<file path="config.mk">
export PLATFORM = sky130hd
export DESIGN_NAME = led_matrix_driver
export DESIGN_NICKNAME = d
export VERILOG_FILES = /design/src/rtl/seq_pkg.sv /design/src/rtl/led_pwm_gate.sv /design/src/rtl/led_matrix_driver.sv
export SDC_FILE = /design/constraint.sdc
export NUM_CORES = 1
export LEC_CHECK = 0
export ABC_AREA = 1
export CORE_ASPECT_RATIO = 1.75
export CORE_UTILIZATION = 55
export DETAILED_ROUTE_END_ITERATION = 8
export GPL_ROUTABILITY_DRIVEN = 1
export PLACE_DENSITY = 0.77
export SYNTH_ARGS = -nofsm -noshare
export SYNTH_HDL_FRONTEND = slang
export SYNTH_SLANG_ARGS = --single-unit
</file>
<file path="constraint.sdc">
create_clock -name clk -period 3.18 [get_ports clk]
set_input_delay 0.636 -clock clk [delete_from_list [all_inputs] [get_ports clk]]
set_output_delay 0.636 -clock clk [all_outputs]
set_load 0.1 [all_outputs]
</file>
<file path="src/rtl/seq_pkg.sv">
// rtl/seq_pkg.sv - sequencer geometry, scan state type and row-select helper
package seq_pkg;

    localparam int NUM_ROWS  = 4;
    localparam int NUM_COLS  = 4;
    localparam int NUM_STEPS = 16;

    typedef logic [3:0] step_idx_t;

    typedef enum logic {
        BLANK = 1'b0,
        DRIVE = 1'b1
    } scan_state_t;

    // Active-low one-cold row select for the given row.
    function automatic logic [3:0] row_select(input logic [1:0] row);
        logic [3:0] r;
        r      = 4'hF;
        r[row] = 1'b0;
        return r;
    endfunction

endpackage

</file>
<file path="src/rtl/led_pwm_gate.sv">
// rtl/led_pwm_gate.sv - 4-bit dimming counter with brightness compare
// Ports:
//   clk, rst      clock, async active-high reset
//   clear_i       entry into DRIVE: counter restarts at 0
//   run_i         counter advances while the row is driven
//   brightness_i  compare level for the coming cycle
//   gate_o        1 when the coming cycle's count <= brightness_i
module led_pwm_gate
    import seq_pkg::*;
(
    input  logic       clk,
    input  logic       rst,
    input  logic       clear_i,
    input  logic       run_i,
    input  logic [3:0] brightness_i,
    output logic       gate_o
);

    logic [3:0] cnt_q;
    logic [3:0] cnt_d;

    always_comb begin
        cnt_d = cnt_q;
        if (clear_i) begin
            cnt_d = 4'd0;
        end else if (run_i) begin
            cnt_d = cnt_q + 4'd1;
        end
    end

    // Compare against the next count so the registered column output
    // lines up with the count value of the cycle it is shown in.
    assign gate_o = (cnt_d <= brightness_i);

    always_ff @(posedge clk or posedge rst) begin
        if (rst) begin
            cnt_q <= 4'd0;
        end else begin
            cnt_q <= cnt_d;
        end
    end

endmodule

</file>
<file path="src/rtl/led_matrix_driver.sv">
// rtl/led_matrix_driver.sv - 4x4 step-LED row scanner with double buffer and playhead overlay
// Ports:
//   clk, rst      clock, async active-high reset
//   frame_in      16-bit step pattern, bit i = row i[3:2], col i[1:0]
//   frame_load    1-cycle strobe capturing frame_in into the shadow buffer
//   playhead      current step index, playhead_en inverts that LED
//   row_outputs   active-low row select, col_outputs active-high columns
//   frame_sync    1-cycle pulse on the first driven cycle of row 0
//   brightness    dimming level, present only when LED_DIM_EN is defined
// Build option: LED_DIM_EN adds PWM dimming through led_pwm_gate.
module led_matrix_driver
    import seq_pkg::*;
#(
    parameter int DWELL_CYCLES = 1200,
    parameter int BLANK_CYCLES = 24
) (
    input  logic        clk,
    input  logic        rst,
    input  logic [15:0] frame_in,
    input  logic        frame_load,
    input  logic [3:0]  playhead,
    input  logic        playhead_en,
    output logic [3:0]  row_outputs,
    output logic [3:0]  col_outputs,
    output logic        frame_sync
`ifdef LED_DIM_EN
    ,
    input  logic [3:0]  brightness
`endif
);

    localparam int TMAX = (DWELL_CYCLES > BLANK_CYCLES) ? DWELL_CYCLES : BLANK_CYCLES;
    localparam int TW   = $clog2(TMAX);
    localparam logic [TW-1:0] DWELL_LAST = TW'(DWELL_CYCLES - 1);
    localparam logic [TW-1:0] BLANK_LAST = TW'(BLANK_CYCLES - 1);

    scan_state_t   state_q;
    logic [1:0]    row_q;
    logic [TW-1:0] timer_q;
    logic [15:0]   active_q;
    logic [15:0]   shadow_q;
    logic          pending_q;
    logic [3:0]    row_out_q;
    logic [3:0]    col_out_q;
    logic          sync_q;

    logic          blank_done;
    logic          drive_done;
    logic          swap_edge;
    logic          do_swap;
    logic [15:0]   active_next;
    logic [15:0]   display;
    logic [3:0]    row_bits;
    logic          gate;

    always_comb begin
        blank_done = (state_q == BLANK) && (timer_q == BLANK_LAST);
        drive_done = (state_q == DRIVE) && (timer_q == DWELL_LAST);
        swap_edge  = blank_done && (row_q == 2'd0);
        // A load landing on the swap edge itself goes straight to active,
        // so it is never left stranded in the shadow for a whole frame.
        do_swap    = swap_edge && (pending_q || frame_load);
        active_next = active_q;
        if (do_swap) begin
            active_next = frame_load ? frame_in : shadow_q;
        end
        display  = active_next ^ (playhead_en ? (16'b1 << playhead) : 16'h0000);
        row_bits = display[{row_q, 2'b00} +: 4];
    end

`ifdef LED_DIM_EN
    logic [3:0] bright_q;
    logic [3:0] disp_row_q;

    led_pwm_gate u_pwm (
        .clk          (clk),
        .rst          (rst),
        .clear_i      (blank_done),
        .run_i        (state_q == DRIVE),
        .brightness_i (blank_done ? brightness : bright_q),
        .gate_o       (gate)
    );

    always_ff @(posedge clk or posedge rst) begin
        if (rst) begin
            bright_q   <= 4'd0;
            disp_row_q <= 4'd0;
        end else if (blank_done) begin
            bright_q   <= brightness;
            disp_row_q <= row_bits;
        end
    end
`else
    assign gate = 1'b1;
`endif

    always_ff @(posedge clk or posedge rst) begin
        if (rst) begin
            state_q   <= BLANK;
            row_q     <= 2'd0;
            timer_q   <= '0;
            active_q  <= 16'h0000;
            shadow_q  <= 16'h0000;
            pending_q <= 1'b0;
            row_out_q <= 4'hF;
            col_out_q <= 4'h0;
            sync_q    <= 1'b0;
        end else begin
            if (frame_load) begin
                shadow_q <= frame_in;
            end
            if (do_swap) begin
                pending_q <= 1'b0;
            end else if (frame_load) begin
                pending_q <= 1'b1;
            end
            active_q <= active_next;
            sync_q   <= swap_edge;

            case (state_q)
                BLANK: begin
                    if (blank_done) begin
                        state_q   <= DRIVE;
                        timer_q   <= '0;
                        row_out_q <= row_select(row_q);
                        col_out_q <= row_bits & {4{gate}};
                    end else begin
                        timer_q   <= timer_q + TW'(1);
                    end
                end
                DRIVE: begin
                    if (drive_done) begin
                        state_q   <= BLANK;
                        timer_q   <= '0;
                        row_q     <= row_q + 2'd1;
                        row_out_q <= 4'hF;
                        col_out_q <= 4'h0;
                    end else begin
                        timer_q   <= timer_q + TW'(1);
`ifdef LED_DIM_EN
                        col_out_q <= disp_row_q & {4{gate}};
`endif
                    end
                end
                default: begin
                    state_q   <= BLANK;
                    timer_q   <= '0;
                    row_out_q <= 4'hF;
                    col_out_q <= 4'h0;
                end
            endcase
        end
    end

    assign row_outputs = row_out_q;
    assign col_outputs = col_out_q;
    assign frame_sync  = sync_q;

endmodule

</file>
==> summary.md, run 1 <==
| Metric | Value |
|---|---|
| Setup TNS | 0 ns |
| CTS tree | yes |
| Register area share after synthesis | 43.1% |
| Clock latency on the worst-skew pair | 0.31 ns |
| Final period util | 75.6% |
| CP Buf/Inv Count | 2 |
| Maximum vdd drop | 0.278 mV |
| Top cell by count, worst path | nand3_1 |
| Number of buffers added for setup after CTS | 0 |
| CP Cell Sequence | inv_1 > ha_1 > buf_4 > nand3_4 > nand2_1 > nand3_1 > nand3_1 > nand3_1 > nand3_1 > nand2_1 |
| Worst setup SP type | flip-flop |
| Mapped cell area | 0.00326 sq mm |
| Gpl congestion | 0.858 |
| Wire length per cell | 14.2 um |
| Share of flip-flops with an asynchronous set or reset | 100% |
| Crit end category | flip-flop |
| Setup Crit Path Kind | flip-flop to flip-flop |
| Root Driver | clkbuf_8 |
| Run status | complete, no violations |
| ANT cells | 0 |
| Endpoints failing hold | 0 |
| Ys Warns | 0 |
| Shortest period the worst path allows | 2.41 ns |
| Dpl ws | 0.590 ns |
| CP top delay family | simple AND/OR/NAND/NOR gates |
| Switching power | 385 uW |
| Arrival time at the worst endpoint | 2.62 ns |
| Post-synth EDFFs | 0 |
| Final setup margin | 0.774 ns |
| Most used DFF post-synth | dfrtp_1 |
| Clock sinks | 56 |
| RSZ-0062 raised after global routing | no |
| Clock Path Buffers | 2 |
| Core area | 0.00563 sq mm |
| Post-Syn Instances | 439 |
| Clock network fraction of design power | 28.0% |
| Final wirelength | 7730 um |
| Max Cap Viol | 0 |
| H-tree depth | 2 |
| Area grow syn2layout | 13.3% |
| Vias/cell | 5.44 |
| P_leak | 0.00190 uW |
| Post-DP HPWL | 5570 um |
| Sequential Area | 0.00141 sq mm |
| TritonCTS buffer count | 5 |
| PortBufs | 32 |
| Data required, critical path | 3.39 ns |
| Layout cell share with drive strength beyond 1 | 10.3% |
| Top Ports | 33 |
| Seq cells post-synth | 56 |
| Die width | 60.2 um |
| Worst path slowest cell | dfrtp_1 |
| Area of the multi-input gates | 0.00149 sq mm |
| Initial Util | 57.9% |
| Comb power frac | 15.5% |
| Crit Path Max Fanout | 34 |
| Die area | 0.00625 sq mm |
| PD cells | 370 mW/mm^2 |
| Die Height | 104 um |
| Post-CTS sizing | 0 |
| Global-route usage over all layers | 28.0% |
| Max transition margin | 52.3% |
| Largest stage delay, worst path | 0.52 ns |
| TritonRoute pass-1 iters | 5 |
| Number of distinct library cells after synthesis | 29 |
| Vias | 2961 |
| Nets | 496 |
| Row count | 36 |
| Sequential Power Share | 56.5% |
| Number of global-route vias before repair | 3051 |
| Global route total overflow | 0 |
| Clock skew | 0.0111 ns |
| Final slew viol count | 0 |
| Final Setup Violations | 0 |
| Worst-Margin Slew | 0.715 ns |
| Hold_buf cts | 0 |
| Cell Int Power | 983 uW |
| Drt initial violations | 181 |
| First-pass GRT wire length | 13400 um |
| Largest net degree at the start of global routing | 57 |
| Initial antenna violation count | 0 |
| Syn_area_per_cell | 7.43 sq um |
| Fmax | 416 MHz |
| Fill count | 530 |
| CTS clk-pin slew, worst paths | 0.10 ns |
| Switch share | 28.2% |
| Syn_nets | 468 |
| Antenna Violating Nets Remaining | 0 |
| Hold Crit Class | flip-flop to flip-flop |
| DRC | 0 |
## sequential cells by signal, summed over array words and instances (netlist names)
| name | cells |
|---|---|
| active_q | 16 |
| shadow_q | 16 |
| timer_q | 11 |
| col_outputs | 4 |
| row_outputs | 4 |
| row_q | 2 |
| frame_sync | 1 |
| pending_q | 1 |
| state_q | 1 |
## per-layer routing
metal,global-route usage [%],vias up,wire [um]
met5,0,-,0
met4,14.3,0,273
met3,4.23,24,347
met2,46.2,84,4080
met1,33.7,1395,3030
li1,-,1458,-
## power by group through the flow
| stage | Sequential (uW) | Combinational (uW) | Clock (uW) |
|---|---|---|---|
| global route | 776 | 241 | 420 |
| CTS | 772 | 214 | 390 |
| finish | 772 | 213 | 383 |
| detailed placement | 785 | 213 | 0 |
| global placement | 784 | 208 | 0 |
| floorplan | 817 | 107 | 0 |
## logic make-up after synthesis
group / after synthesis / synth area share (%)
simple gates: 272 / 40.5
flops: 56 / 43.1
fa+ha+maj: 5 / 1.92
compound gates: 15 / 2.30
xor+xnor: 4 / 1.07
buf+inv: 87 / 11.1
## worst register-to-register path: stages, from the launching register on
cell and delay (ns):
dfrtp_1 0.52, inv_1 0.29, ha_1 0.25, buf_4 0.36, nand3_4 0.31, nand2_1 0.17, nand3_1 0.08, nand3_1 0.07
nand3_1 0.08, nand3_1 0.11, nand2_1 0.06
## stage by stage
stage,util [%],instance area [sq um],total power (uW),hold WS (ns),std cells
after floorplan,-,3260,924,0.433,439
final,65.7,3700,1370,0.469,544
after global routing,65.7,3700,1440,0.497,544
after global placement,64.2,3610,992,0.455,536
after detailed placement,64.2,3610,999,0.461,536
after CTS,65.7,3700,1380,0.475,544
## synth_stat cells (5+ instances only)
cell,n,area [sq um]
a21oi_1,6,30.0
buf_2,5,25.0
clkbuf_1,5,18.8
dfrtp_1,52,1300
ha_1,5,62.6
inv_1,67,251
nand2_1,111,417
nand2_2,8,50.1
nand3_1,49,245
nand3b_1,12,90.1
nand4_1,35,219
nor2_1,35,131
nor3_1,8,40.0
o21ai_0,8,40.0
or2_2,5,31.3
## layout by cell type (no fill, tap or decap), types with 6 or more instances in the layout
cell,count
nand4_1,35
nand3b_1,12
nand2_1,111
nand2_2,8
nand3_1,49
buf_4,14
nor2_1,35
o21ai_0,8
nor3_1,8
dfrtp_1,52
inv_1,66
clkdlybuf4s50_1,23
a21oi_1,6
## final cells by class
type                    instances  share of cell area (%)
clock buffers                   6                    1.96
well taps                      76                    2.57
repair buffers                 38                    9.61
clock inverters                 2                   0.338
flip-flops and latches         56                    38.0
inverters                      70                    7.11
multi-input cells             296                    40.4
## path summary, 6_finish.rpt
path | to | slack, ns | cells after the start | from
max | col_outputs[1]$_DFFE_PP0P_ | 0.77 | 10 | row_q[1]$_DFFE_PP0P_
min | timer_q[0]$_DFF_PP0_ | 0.47 | 1 | timer_q[0]$_DFF_PP0_
max reg2reg | col_outputs[1]$_DFFE_PP0P_ | 0.77 | 10 | row_q[1]$_DFFE_PP0P_
min reg2reg | timer_q[0]$_DFF_PP0_ | 0.47 | 1 | timer_q[0]$_DFF_PP0_
max in group asynchronous | active_q[3]$_DFF_PP0_ | 1.87 | 3 | rst
min in group asynchronous | row_q[0]$_DFFE_PP0P_ | 0.82 | 3 | rst
(Power assumes the default switching activity.)
==> run 2: changes to the inputs <==
--- a/config.mk
+++ b/config.mk
@@ -7,7 +7,7 @@
 export LEC_CHECK = 0
 export ABC_AREA = 1
 export CORE_ASPECT_RATIO = 1.75
-export CORE_UTILIZATION = 55
+export CORE_UTILIZATION = 52
 export DETAILED_ROUTE_END_ITERATION = 8
 export GPL_ROUTABILITY_DRIVEN = 1
 export PLACE_DENSITY = 0.77
==> constraint.sdc (replaced) <==
create_clock -name clk -period 1.9 [get_ports clk]
set_input_delay 0.38 -clock clk [delete_from_list [all_inputs] [get_ports clk]]
set_output_delay 0.38 -clock clk [all_outputs]
set_load 0.1 [all_outputs]
==> run 2 against run 1 <==
Against the previous run:
- the flow now finishes with violations (setup timing)
- non-clock buffer count rose by 58
- worst setup slack worse by 0.85 ns
- routed wire length is 25% higher
- die area up 5.6%
- final cell count is 11% higher
- flip-flop and latch count did not move
- sequential power rose by 68%
- critical endpoint is now col_outputs[2]$_DFFE_PP0P_
- largest cell class unchanged
==> summary.md, run 2 (synthesis results as in run 1) <==
| Metric | Value |
|---|---|
| Initial antenna violation count | 0 |
| Post-DP HPWL | 6520 um |
| Clock latency on the worst-skew pair | 0.32 ns |
| CTS clk-pin slew, worst paths | 0.09 ns |
| Clock sinks | 56 |
| First-pass GRT wire length | 15400 um |
| Post-DP Area | 0.00410 sq mm |
| CTS tree | yes |
| ANT cells | 0 |
| Run status | finished, violations left |
| Crit Path Max Fanout | 16 |
| Vias | 3421 |
| Worst path slowest cell | dfrtp_1 |
| Clock Path Buffers | 2 |
| Global route total overflow | 0 |
| Nets | 555 |
| Die width | 61.9 um |
| Vias/cell | 5.65 |
| Failing checks | setup timing |
| Setup Crit Path Kind | flip-flop to flip-flop |
| Gpl congestion | 0.884 |
| Largest net degree at the start of global routing | 57 |
| Final slew viol count | 0 |
| Final period util | 104% |
| CP Cell Sequence | ha_4 > nand2_4 > nor2_4 > inv_1 > nor2_4 > buf_12 > nand4_1 > nand3_1 > nand3_1 > nand3_1 > nand3_1 > nand2_1 |
| Wire length per cell | 16.0 um |
| Final wirelength | 9680 um |
| TritonCTS buffer count | 5 |
| Shortest period the worst path allows | 1.98 ns |
| Hold_buf cts | 0 |
| Worst-Margin Slew | 0.349 ns |
| P_leak | 0.00228 uW |
| Global-route usage over all layers | 31.6% |
| Fill count | 443 |
| Endpoints failing hold | 0 |
| Initial Util | 54.6% |
| Data required, critical path | 2.16 ns |
| Root Driver | clkbuf_8 |
| CP Buf/Inv Count | 2 |
| Final Cell Area | 0.00443 sq mm |
| Biggest regs | active_q (16), shadow_q (16), timer_q (11) |
| Most common cell after layout, fill and taps aside | nand2_1 |
| Maximum vdd drop | 0.579 mV |
| Row count | 37 |
| Core area | 0.00597 sq mm |
| Placed cell count | 586 |
| H-tree depth | 2 |
| PortBufs | 32 |
| PD cells | 541 mW/mm^2 |
| RSZ-0062 raised after global routing | yes |
| Arrival time at the worst endpoint | 2.24 ns |
| Most frequent cells in the layout | nand2_1, inv_1, buf_4, dfrtp_1, nand3_1 |
| Layout cell share with drive strength beyond 1 | 25.0% |
| Clock skew | 0.0114 ns |
| Worst r2r src | timer_q[1]$_DFF_PP0_ |
| Largest stage delay, worst path | 0.40 ns |
| Fmax | 506 MHz |
| Crit end category | flip-flop |
| Max Cap Viol | 0 |
| Final Setup Violations | 3 |
| Critical path origin | timer_q[1]$_DFF_PP0_ |
| Non-Filler Instances | 605 |
| Top Ports | 33 |
| CP top delay family | simple AND/OR/NAND/NOR gates |
| Setup TNS | -0.0941 ns |
| Die area | 0.00661 sq mm |
| Fin Hold WS | 0.421 ns |
| Drt initial violations | 203 |
| Final setup margin | -0.0757 ns |
| Hold Crit Class | primary input to async pin |
| Area grow syn2layout | 35.8% |
| DRC | 0 |
| Worst setup SP type | flip-flop |
| Die Height | 107 um |
| Top cell by count, worst path | nand3_1 |
| TritonRoute pass-1 iters | 5 |
| Antenna Violating Nets Remaining | 0 |
| Number of global-route vias before repair | 3431 |
| Max transition margin | 76.5% |
[run 2: layer usage]
metal,track usage (%),wire (um),vias up
met1,34.0,3320,1600
met3,5.91,684,59
met2,53.1,5070,178
met5,0,0,-
met4,21.6,604,0
li1,-,-,1584
[run 2: cell type report]
cell class	count	area (sq um)	share of cell area, %
clock inverter	1	5.00	0.113
multi-input combinational	297	1630	36.8
tap	78	97.6	2.20
clock buffer	7	76.3	1.72
inverter	70	269	6.07
timing repair buffer	96	947	21.4
sequential	56	1410	31.8
[run 2: through the flow]
stage               power (uW)  setup slack (ns)  util (%)
finish                    2400           -0.0757      74.2
global route              2510            -0.137      74.2
CTS                       2400          0.000180      71.8
detailed placement        1750            -0.292      68.7
global placement          1730            -0.230      68.7
floorplan                 1550           0.00827         -
[run 2: repair_timing]
| action | in CTS | in global routing |
|---|---|---|
| resized for setup | 7 | 34 |
| endpoints found under the setup margin | 4 | 10 |
| buffers inserted | 8 | 2 |
| pin swaps | 5 | 9 |
| cloned | 1 | 0 |
[run 2: power by group]
group | total (uW) | switching, uW | internal [uW] | leakage [uW]
logic | 452 | 253 | 199 | 0.00157
registers | 1300 | 38.9 | 1260 | 0.000670
clock network | 645 | 385 | 260 | 0.0000422
[run 2: path summary, 6_finish.rpt]
kind,cells past startpoint,end,slack (ns)
min,3,pending_q$_DFFE_PP0P_,0.42
max in group asynchronous,3,row_outputs[2]$_DFFE_PP1P_,1.17
max,12,col_outputs[2]$_DFFE_PP0P_,-0.08
max reg2reg,12,col_outputs[2]$_DFFE_PP0P_,-0.08
min reg2reg,2,shadow_q[1]$_DFF_PP0_,0.50
min in group clk,2,shadow_q[1]$_DFF_PP0_,0.50
[run 2: worst reg2reg max path, delay by kind of cell, from the launching register on]
kind          cells  cell delay [ns]
simple gates      9             1.08
flops             1             0.40
buf+inv           2             0.27
fa+ha+maj         1             0.17
